[src/rtl/if_stage.sv]
// Instruction-fetch stage: owns the PC, issues one fetch at a time on a req/gnt/rvalid
// port and drives the IF/ID register, honouring stall, flush and EX redirects.
module if_stage #(
  parameter int unsigned                DATA_WIDTH = 32,
  parameter logic [DATA_WIDTH-1:0]      RESET_PC   = '0,
  parameter logic [31:0]                NOP_INSTR  = 32'h0000_0013
) (
  input  logic                  clk,
  input  logic                  rst,
  input  logic                  stall_i,
  input  logic                  flush_i,
  input  logic                  redirect_i,
  input  logic [DATA_WIDTH-1:0] redirect_pc_i,
  output logic                  imem_req_o,
  output logic [DATA_WIDTH-1:0] imem_addr_o,
  input  logic                  imem_gnt_i,
  input  logic                  imem_rvalid_i,
  input  logic [31:0]           imem_rdata_i,
  output logic [31:0]           bus_out_instruction,
  output logic [DATA_WIDTH-1:0] bus_out_pc,
  output logic [DATA_WIDTH-1:0] bus_out_pc_plus4
);

  typedef enum logic [1:0] {
    S_REQ,
    S_WAIT,
    S_HOLD,
    S_DROP
  } state_t;

  state_t                state_q;
  logic [DATA_WIDTH-1:0] pc_q;
  logic [DATA_WIDTH-1:0] req_pc_q;
  logic [31:0]           skid_instr_q;
  logic [DATA_WIDTH-1:0] skid_pc_q;

  logic [DATA_WIDTH-1:0] redirect_target;
  logic                  load_valid;
  logic [31:0]           load_instr;
  logic [DATA_WIDTH-1:0] load_pc;

  assign redirect_target = {redirect_pc_i[DATA_WIDTH-1:2], 2'b00};
  assign imem_req_o      = (state_q == S_REQ) && !rst;
  assign imem_addr_o     = pc_q;

  // An instruction is offered to IF/ID either straight from memory or from the skid slot.
  always_comb begin
    load_valid = 1'b0;
    load_instr = NOP_INSTR;
    load_pc    = '0;
    if (state_q == S_WAIT && imem_rvalid_i) begin
      load_valid = 1'b1;
      load_instr = imem_rdata_i;
      load_pc    = req_pc_q;
    end else if (state_q == S_HOLD) begin
      load_valid = 1'b1;
      load_instr = skid_instr_q;
      load_pc    = skid_pc_q;
    end
  end

  always_ff @(posedge clk or posedge rst) begin
    if (rst) begin
      state_q             <= S_REQ;
      pc_q                <= RESET_PC;
      req_pc_q            <= '0;
      skid_instr_q        <= '0;
      skid_pc_q           <= '0;
      bus_out_instruction <= NOP_INSTR;
      bus_out_pc          <= '0;
      bus_out_pc_plus4    <= '0;
    end else begin
      if (redirect_i) pc_q <= redirect_target;

      case (state_q)
        S_REQ: begin
          if (imem_gnt_i) begin
            if (redirect_i) begin
              state_q <= S_DROP;
            end else begin
              state_q  <= S_WAIT;
              req_pc_q <= pc_q;
              pc_q     <= pc_q + DATA_WIDTH'(4);
            end
          end
        end
        S_WAIT: begin
          if (redirect_i) begin
            state_q <= imem_rvalid_i ? S_REQ : S_DROP;
          end else if (imem_rvalid_i) begin
            if (stall_i) begin
              state_q      <= S_HOLD;
              skid_instr_q <= imem_rdata_i;
              skid_pc_q    <= req_pc_q;
            end else begin
              state_q <= S_REQ;
            end
          end
        end
        S_HOLD: begin
          if (redirect_i || !stall_i) begin
            state_q      <= S_REQ;
            skid_instr_q <= '0;
            skid_pc_q    <= '0;
          end
        end
        S_DROP: begin
          if (imem_rvalid_i) state_q <= S_REQ;
        end
        default: state_q <= S_REQ;
      endcase

      // Bubbles keep the previous pc/pc_plus4; only the instruction word changes.
      if (flush_i || redirect_i) begin
        bus_out_instruction <= NOP_INSTR;
      end else if (!stall_i) begin
        if (load_valid) begin
          bus_out_instruction <= load_instr;
          bus_out_pc          <= load_pc;
          bus_out_pc_plus4    <= load_pc + DATA_WIDTH'(4);
        end else begin
          bus_out_instruction <= NOP_INSTR;
        end
      end
    end
  end

endmodule

[config.mk]
export PLATFORM = sky130hd
export DESIGN_NAME = if_stage
export DESIGN_NICKNAME = d
export VERILOG_FILES = /design/src/rtl/if_stage.sv
export SDC_FILE = /design/constraint.sdc
export NUM_CORES = 1
export LEC_CHECK = 0
export CORE_MARGIN = 10
export CORE_UTILIZATION = 52
export CTS_CLUSTER_DIAMETER = 150
export DETAILED_ROUTE_END_ITERATION = 12
export PLACE_DENSITY = 0.84
export REMOVE_ABC_BUFFERS = 1
export SLEW_MARGIN = 10
export SYNTH_ARGS = -nofsm -noshare
export SYNTH_HDL_FRONTEND = slang
export SYNTH_SLANG_ARGS = --single-unit
export TNS_END_PERCENT = 50
[constraint.sdc]
create_clock -name clk -period 8.28 [get_ports clk]
set_input_delay 1.656 -clock clk [delete_from_list [all_inputs] [get_ports clk]]
set_output_delay 1.656 -clock clk [all_outputs]
set_load 0.05 [all_outputs]
==> out/results.tsv, run 1 <==
stage	metric	value	unit
pwr	PwrDens	313	mW/mm2
place	gpl congestion	0.846	
critical_path	Crit path max-delay family	simple AND/OR/NAND/NOR gates	
pwr	VDD IR max	169	uV
floorplan	width of the chip	159	um
clock_tree	clk buf depth	3	
final_layout	share of cells above drive strength 1	8.47	%
grt	initial antenna violation count	1	
critical_path	CP max stage cell	clkdlybuf4s50_1	
floorplan	core area	0.0189	mm2
final_layout	Area growth, synth to finish	29.2	%
critical_path	CP Capture Type	flip-flop	
timing	Max Clock Freq	188	MHz
final_layout	Layout Cells excl Fill	1383	
drt	met3 wire len	1.60	mm
timing	RSZ-0062 raised after global routing	false	
critical_path	Crit path top cell by count	or3_1	
critical_path	worst-path cell chain	clkdlybuf4s50_1 > and3b_2 > a22oi_1 > or4_1 > or3_1 > or3_1 > a221o_1	
place	Placed Instances	1338	
critical_path	worst r2r dst	bus_out_pc_plus4[27]	
clock_tree	# resized after CTS	0	
drt	wire per inst	20.0	um
drt	vias per cell	5.79	
floorplan	total die area	0.0254	mm2
critical_path	Reg2Reg Setup Slack	3920	ps
drt	DRC violation total after the first TritonRoute iteration	635	
pwr	combinational power share	32.8	%
critical_path	slowest stage delay, CP	990	ps
yosys	Post-Syn Area	0.0101	mm2
critical_path	r2r worst-path depth	6	
drt	highest routed layer	met4	
drt	Routed Antenna Nets	0	
grt	global route overflow	0	
timing	Final Hold Violating Endpoints	0	
grt	largest net degree at the start of global routing	158	
grt	vias in the first global route	7779	
critical_path	origin of the worst setup path	imem_rvalid_i	
floorplan	io pins	200	
place	IO Port Bufs	197	
critical_path	critical path class	in -> reg	
timing	Slew HR	30.6	%
timing	min Tclk post-route	5310	ps
final_layout	FILL cells	1455	
timing	final worst-path cycle share	64.1	%
floorplan	die height	159	um
pwr	switch share	36.5	%
pwr	Psw	1.49	mW
clock_tree	clock root buffer	clkbuf_16	
timing	final setup skew	13.5	ps
pwr	Internal	2.59	mW
critical_path	reg-to-reg startpoint	state_q[1]	
clock_tree	CTS H-Tree Depth	1	
timing	max-slew violation count	0	
floorplan	# rows	50	
place	placed wire-length estimate	18.6	mm
floorplan	Initial Util	53.4	%
critical_path	WP data arrival	5700	ps
clock_tree	CTS Hold Buffers Added	0	
yosys	Seq/Total Area, Yosys	55.6	%
min_path	Min-Delay Path Class	reg -> reg	
yosys	EDFF count, synth	0	
job	max cap viols	0	
min_path	worst min-delay path endpoint	bus_out_pc_plus4[26]	
yosys	Synth async-reset ratio	100	%
timing	endpoints failing setup	0	
drt	drt first pass iters	6	
critical_path	Startpoint Class	input port	
grt	first-pass GRT wire length	44.4	mm
timing	Worst Tran Pin Value	1040	ps
clock_tree	CTS tree	done	
clock_tree	postcts setup bufs	0	
drt	Post-route DRC	0	
critical_path	crit-path max FO	28	
clock_tree	Skew-Pair Late Insertion Delay	520	ps
yosys	Yosys warning total	0	
pwr	leakage	5.41	nW
final_layout	fin nets	1177	
drt	vias	8002	
clock_tree	CTS Sinks	224	
drt	drt total wl	27.6	mm
yosys	Seq cells post-synth	224	
yosys	post-synth cell types	55	
yosys	Mapped Cells	943	
clock_tree	Reg clk slew, reported paths	50	ps
yosys	Most used DFF post-synth	dfrtp_1	
outcome	status	completed	
drt	Met1 Wirelength	11.9	mm
critical_path	WP buf/inv	1	
drt	routed wl met2	13.4	mm
min_path	hold_sp	bus_out_pc_plus4[26]	
min_path	number of cells on the worst hold path	2	
clock_tree	Inserted Clock Buffers	24	
grt	Total Routing Usage GR	21.0	%
timing	TNS Setup	0	ps
pwr	sequential fraction of design power	39.7	%
yosys	Mean Syn Cell Area	10.7	um2
critical_path	Critical Path RT	8670	ps
pwr	clock power share	27.5	%
-- worst max path at each step --
stage / to / cells after the start
after global routing: bus_out_pc_plus4[22] / 7
final: bus_out_pc_plus4[27] / 7
after CTS: bus_out_pc_plus4[27] / 7
after floorplan: bus_out_instruction[10] / 1
after detailed placement: bus_out_pc_plus4[27] / 7
after global placement: bus_out_pc_plus4[27] / 7
-- registers in the layout (all words and copies together) (netlist names) --
name and flops:
bus_out_pc 32, bus_out_pc_plus4 30, skid_pc_q 32, bus_out_instruction 32
state_q 2, imem_addr_o 32, skid_instr_q 32, req_pc_q 32
-- worst min-delay path, delay by kind of cell (launching register included) --
| kind | cells | cell delay (ps) |
|---|---|---|
| AND/OR/NAND/NOR | 2 | 100 |
| flip-flops | 1 | 340 |
-- synthesized netlist by cell type (all sizes together) (5+ instances only) --
library cell,number,area [um2]
nor4,11,68.8
inv,5,18.8
o21ai,100,500
nor3,11,55.1
a22o,72,631
nand3,12,60.1
buf,21,121
a31oi,10,62.6
xnor2,18,158
nand2,153,574
mux2i,32,320
and4,5,43.8
a22oi,17,128
nand4b,14,123
dfrtp,221,5530
nand4,18,119
and2,13,81.3
mux2,29,327
xor2,30,263
nand3b,15,113
or3,8,50.1
nor2,28,105
clkbuf,52,196
-- per-stage QoR --
step	setup slack (ps)	cell area (um2)	util, %	hold slack, ps	power, mW
finish	2970	13000	69.0	466	4.08
global route	2690	13000	69.0	492	4.26
CTS	3010	13000	68.9	472	4.10
detailed placement	2460	12200	64.5	459	2.97
global placement	2480	12200	64.5	454	2.93
floorplan	494	9770	-	465	2.47
-- cell type report --
| type | count | area [um2] | area share, % |
|---|---|---|---|
| clock inverters | 5 | 75.1 | 0.576 |
| flip-flops and latches | 224 | 5610 | 43.1 |
| multi-input cells | 641 | 4170 | 32.0 |
| inverters | 5 | 26.3 | 0.202 |
| well taps | 260 | 325 | 2.50 |
| repair buffers | 208 | 2050 | 15.7 |
| clock buffers | 39 | 768 | 5.90 |
| diodes | 1 | 2.50 | 0.0192 |
-- cells in the final DEF (no fill, tap or decap), drive strengths merged, types with 4 or more instances in the layout --
| master | synthesis | final |
|---|---|---|
| a22o | 72 | 72 |
| mux2 | 29 | 29 |
| nand4 | 18 | 18 |
| clkbuf | 52 | 39 |
| dfrtp | 221 | 221 |
| or2 | 4 | 4 |
| a22oi | 17 | 17 |
| nand4b | 14 | 14 |
| xnor2 | 18 | 18 |
| buf | 21 | 12 |
| or3 | 8 | 8 |
| nor3 | 11 | 11 |
| nand3 | 12 | 12 |
| a31oi | 10 | 10 |
| and2 | 13 | 13 |
| xor2 | 30 | 30 |
| nor2 | 28 | 28 |
| and4 | 5 | 5 |
| nor4 | 11 | 11 |
| inv | 5 | 5 |
| nand2 | 153 | 153 |
| mux2i | 32 | 32 |
| clkdlybuf4s50 | 0 | 196 |
| nand3b | 15 | 15 |
| a21o | 4 | 4 |
| o21ai | 100 | 100 |
-- power by group through the flow --
stage,registers [mW],logic (mW),clock network [mW]
6_report,1.62,1.34,1.12
5_1_grt,1.65,1.42,1.18
4_1_cts,1.61,1.35,1.14
3_5_place_dp,1.63,1.34,0
3_3_place_gp,1.61,1.32,0
2_1_floorplan,1.98,0.493,0
-- kinds of logic after synthesis --
family / synth area share (%)
xor gates and xnor gates: 4.17
buffers and inverters: 3.34
muxes: 6.41
adders and majority gates: 0.248
AOI/OAI and AO/OA: 14.7
DFF: 55.6
and+or+nand+nor: 15.5
-- metal layers --
| metal | global-route usage, % | vias to the layer above |
|---|---|---|
| met3 | 4.16 | 41 |
| met5 | 0 | - |
| met4 | 6.36 | 0 |
| met2 | 34.3 | 276 |
| met1 | 27.7 | 3975 |
| li1 | - | 3710 |
(Power assumes the default switching activity.)
==> inputs of run 2 (changes only) <==
==> constraint.sdc (replaced) <==
create_clock -name clk -period 5.1 [get_ports clk]
set_input_delay 1.02 -clock clk [delete_from_list [all_inputs] [get_ports clk]]
set_output_delay 1.02 -clock clk [all_outputs]
set_load 0.05 [all_outputs]
==> run 2 against run 1 <==
  * Total power increased by 61%
  * Utilization about the same
  * Global-route usage increased by 0.91 points
  * Flip-flop and latch count unchanged
  * Critical endpoint is now bus_out_pc_plus4[28]
  * Highest routed layer unchanged
==> out/results.tsv, run 2 (synthesis gave the netlist of run 1 again) <==
stage	metric	value	unit	change
clock_tree	CTS H-Tree Depth	1		unchanged
pwr	Psw	2.43	mW	was 1.49 mW
clock_tree	Inserted Clock Buffers	24		unchanged
critical_path	critical path class	in -> reg		unchanged
timing	min Tclk post-route	3760	ps	
job	max cap viols	0		unchanged
pwr	switch share	37.1	%	was 36.5%
timing	RSZ-0062 raised after global routing	false		unchanged
outcome	status	completed		unchanged
min_path	Min-Delay Path Class	reg -> reg		unchanged
timing	Max Clock Freq	266	MHz	
critical_path	Critical Path RT	5500	ps	was 8670 ps
drt	met3 wire len	1.77	mm	was 1.60 mm
clock_tree	clock root buffer	clkbuf_16		unchanged
place	placed wire-length estimate	19.2	mm	was 18.6 mm
floorplan	width of the chip	159	um	unchanged
critical_path	CP Capture Type	flip-flop		unchanged
grt	global route overflow	0		unchanged
timing	max-slew violation count	0		unchanged
drt	highest routed layer	met4		unchanged
grt	vias in the first global route	8246		was 7779
final_layout	Area growth, synth to finish	29.3	%	was 29.2%
pwr	combinational power share	34.0	%	was 32.8%
floorplan	core area	0.0189	mm2	unchanged
drt	Routed Antenna Nets	0		unchanged
grt	largest net degree at the start of global routing	129		was 158
drt	routed wl met2	13.9	mm	was 13.4 mm
timing	TNS Setup	0	ps	unchanged
grt	initial antenna violation count	1		unchanged
floorplan	Initial Util	53.4	%	unchanged
critical_path	WP data arrival	4170	ps	was 5700 ps
clock_tree	Skew-Pair Late Insertion Delay	520	ps	about the same
final_layout	commonest non-fill, non-tap cell in the layout	dfrtp_1		unchanged
drt	DRC violation total after the first TritonRoute iteration	796		was 635
floorplan	total die area	0.0254	mm2	unchanged
pwr	PwrDens	502	mW/mm2	was 313 mW/mm2
timing	Worst Tran Pin Value	1050	ps	was 1040 ps
pwr	Internal	4.12	mW	was 2.59 mW
drt	drt total wl	28.6	mm	was 27.6 mm
clock_tree	Reg clk slew, reported paths	60	ps	was 50 ps
clock_tree	# resized after CTS	0		unchanged
floorplan	io pins	200		unchanged
final_layout	most frequent cells in the layout	dfrtp_1, clkdlybuf4s50_1, nand2_1		unchanged
drt	Met1 Wirelength	12.0	mm	was 11.9 mm
drt	wire per inst	20.7	um	was 20.0 um
timing	final setup skew	13.2	ps	was 13.5 ps
drt	Post-route DRC	0		unchanged
final_layout	fin util	69.0	%	about the same
critical_path	crit-path max FO	39		was 28
clock_tree	CTS Hold Buffers Added	0		unchanged
pwr	sequential fraction of design power	39.9	%	was 39.7%
clock_tree	CTS tree	done		unchanged
final_layout	share of cells above drive strength 1	8.64	%	was 8.47%
timing	endpoints failing setup	0		unchanged
drt	vias per cell	5.85		was 5.79
timing	final worst-path cycle share	73.8	%	
place	IO Port Bufs	197		unchanged
critical_path	Startpoint Class	input port		unchanged
timing	Slew HR	29.7	%	was 30.6%
place	gpl congestion	0.857		was 0.846
floorplan	# rows	50		unchanged
floorplan	die height	159	um	unchanged
timing	Final Hold Violating Endpoints	0		unchanged
grt	Total Routing Usage GR	21.9	%	was 21.0%
grt	first-pass GRT wire length	46.0	mm	was 44.4 mm
pwr	Total Power	6.55	mW	was 4.08 mW
final_layout	fin nets	1183		was 1177
clock_tree	CTS Sinks	224		unchanged
pwr	leakage	5.42	nW	was 5.41 nW
clock_tree	clk buf depth	3		unchanged
pwr	VDD IR max	253	uV	was 169 uV
drt	vias	8103		was 8002
clock_tree	postcts setup bufs	0		unchanged
drt	drt first pass iters	5		was 6
pwr	clock power share	26.1	%	was 27.5%
run 2: changes by cell type in the layout (fill, tap and decap cells not counted):
cell	before	now
clkbuf_1	5	4
clkbuf_8	9	6
buf_12	0	3
bufinv_16	2	1
buf_4	11	14
run 2: final timing paths:
check                              startpoint              endpoint  slack [ps]  cells past startpoint
max in group asynchronous                 rst       imem_addr_o[12]        3100                      3
min in group asynchronous                 rst        bus_out_pc[21]        1090                      2
worst min register to register  bus_out_pc[6]         bus_out_pc[6]         470                      2
worst min-delay path            bus_out_pc[6]         bus_out_pc[6]         470                      2
worst max-delay path            imem_rvalid_i  bus_out_pc_plus4[28]        1340                      9
worst max register to register     state_q[0]  bus_out_pc_plus4[27]        1430                      6
run 2: area by class of cell:
| type | count | area, um2 |
|---|---|---|
| Fill cell | 1404 | 5860 |
| Sequential cell | 224 | 5610 |
| Multi-Input combinational cell | 641 | 4170 |
| Timing Repair Buffer | 214 | 2130 |
| Clock buffer | 35 | 723 |
| Tap cell | 260 | 325 |
| Clock inverter | 4 | 45.0 |
| Inverter | 5 | 26.3 |
| Antenna cell | 1 | 2.50 |
run 2: power by group through the flow:
stage	sequential, mW	clock (mW)	combinational, mW
floorplan	3.21	0	0.800
detailed placement	2.62	0	2.23
global placement	2.59	0	2.18
CTS	2.60	1.73	2.24
global route	2.66	1.81	2.37
finish	2.61	1.71	2.23
run 2: per-layer routing:
layer,vias up,global-route usage [%]
li1,3715,-
met1,3990,28.3
met2,338,35.8
met3,60,3.80
met4,0,8.93
met5,-,0
run 2: critical path, cell delays in order:
cell             delay [ps]
clkdlybuf4s50_1         470
and3b_2                 360
buf_4                   590
a22o_1                  400
nand4_1                 120
buf_4                   200
nor3_1                  540
a31oi_1                 180
o31ai_1                 260
run 2: stage by stage:
stage,setup WS (ps),hold slack (ps),instance area [um2],std cells
floorplan,-2050,465,9770,870
global placement,1020,452,12300,1344
detailed placement,894,461,12300,1344
CTS,1380,476,13000,1383
global route,1120,499,13000,1384
finish,1340,472,13000,1384
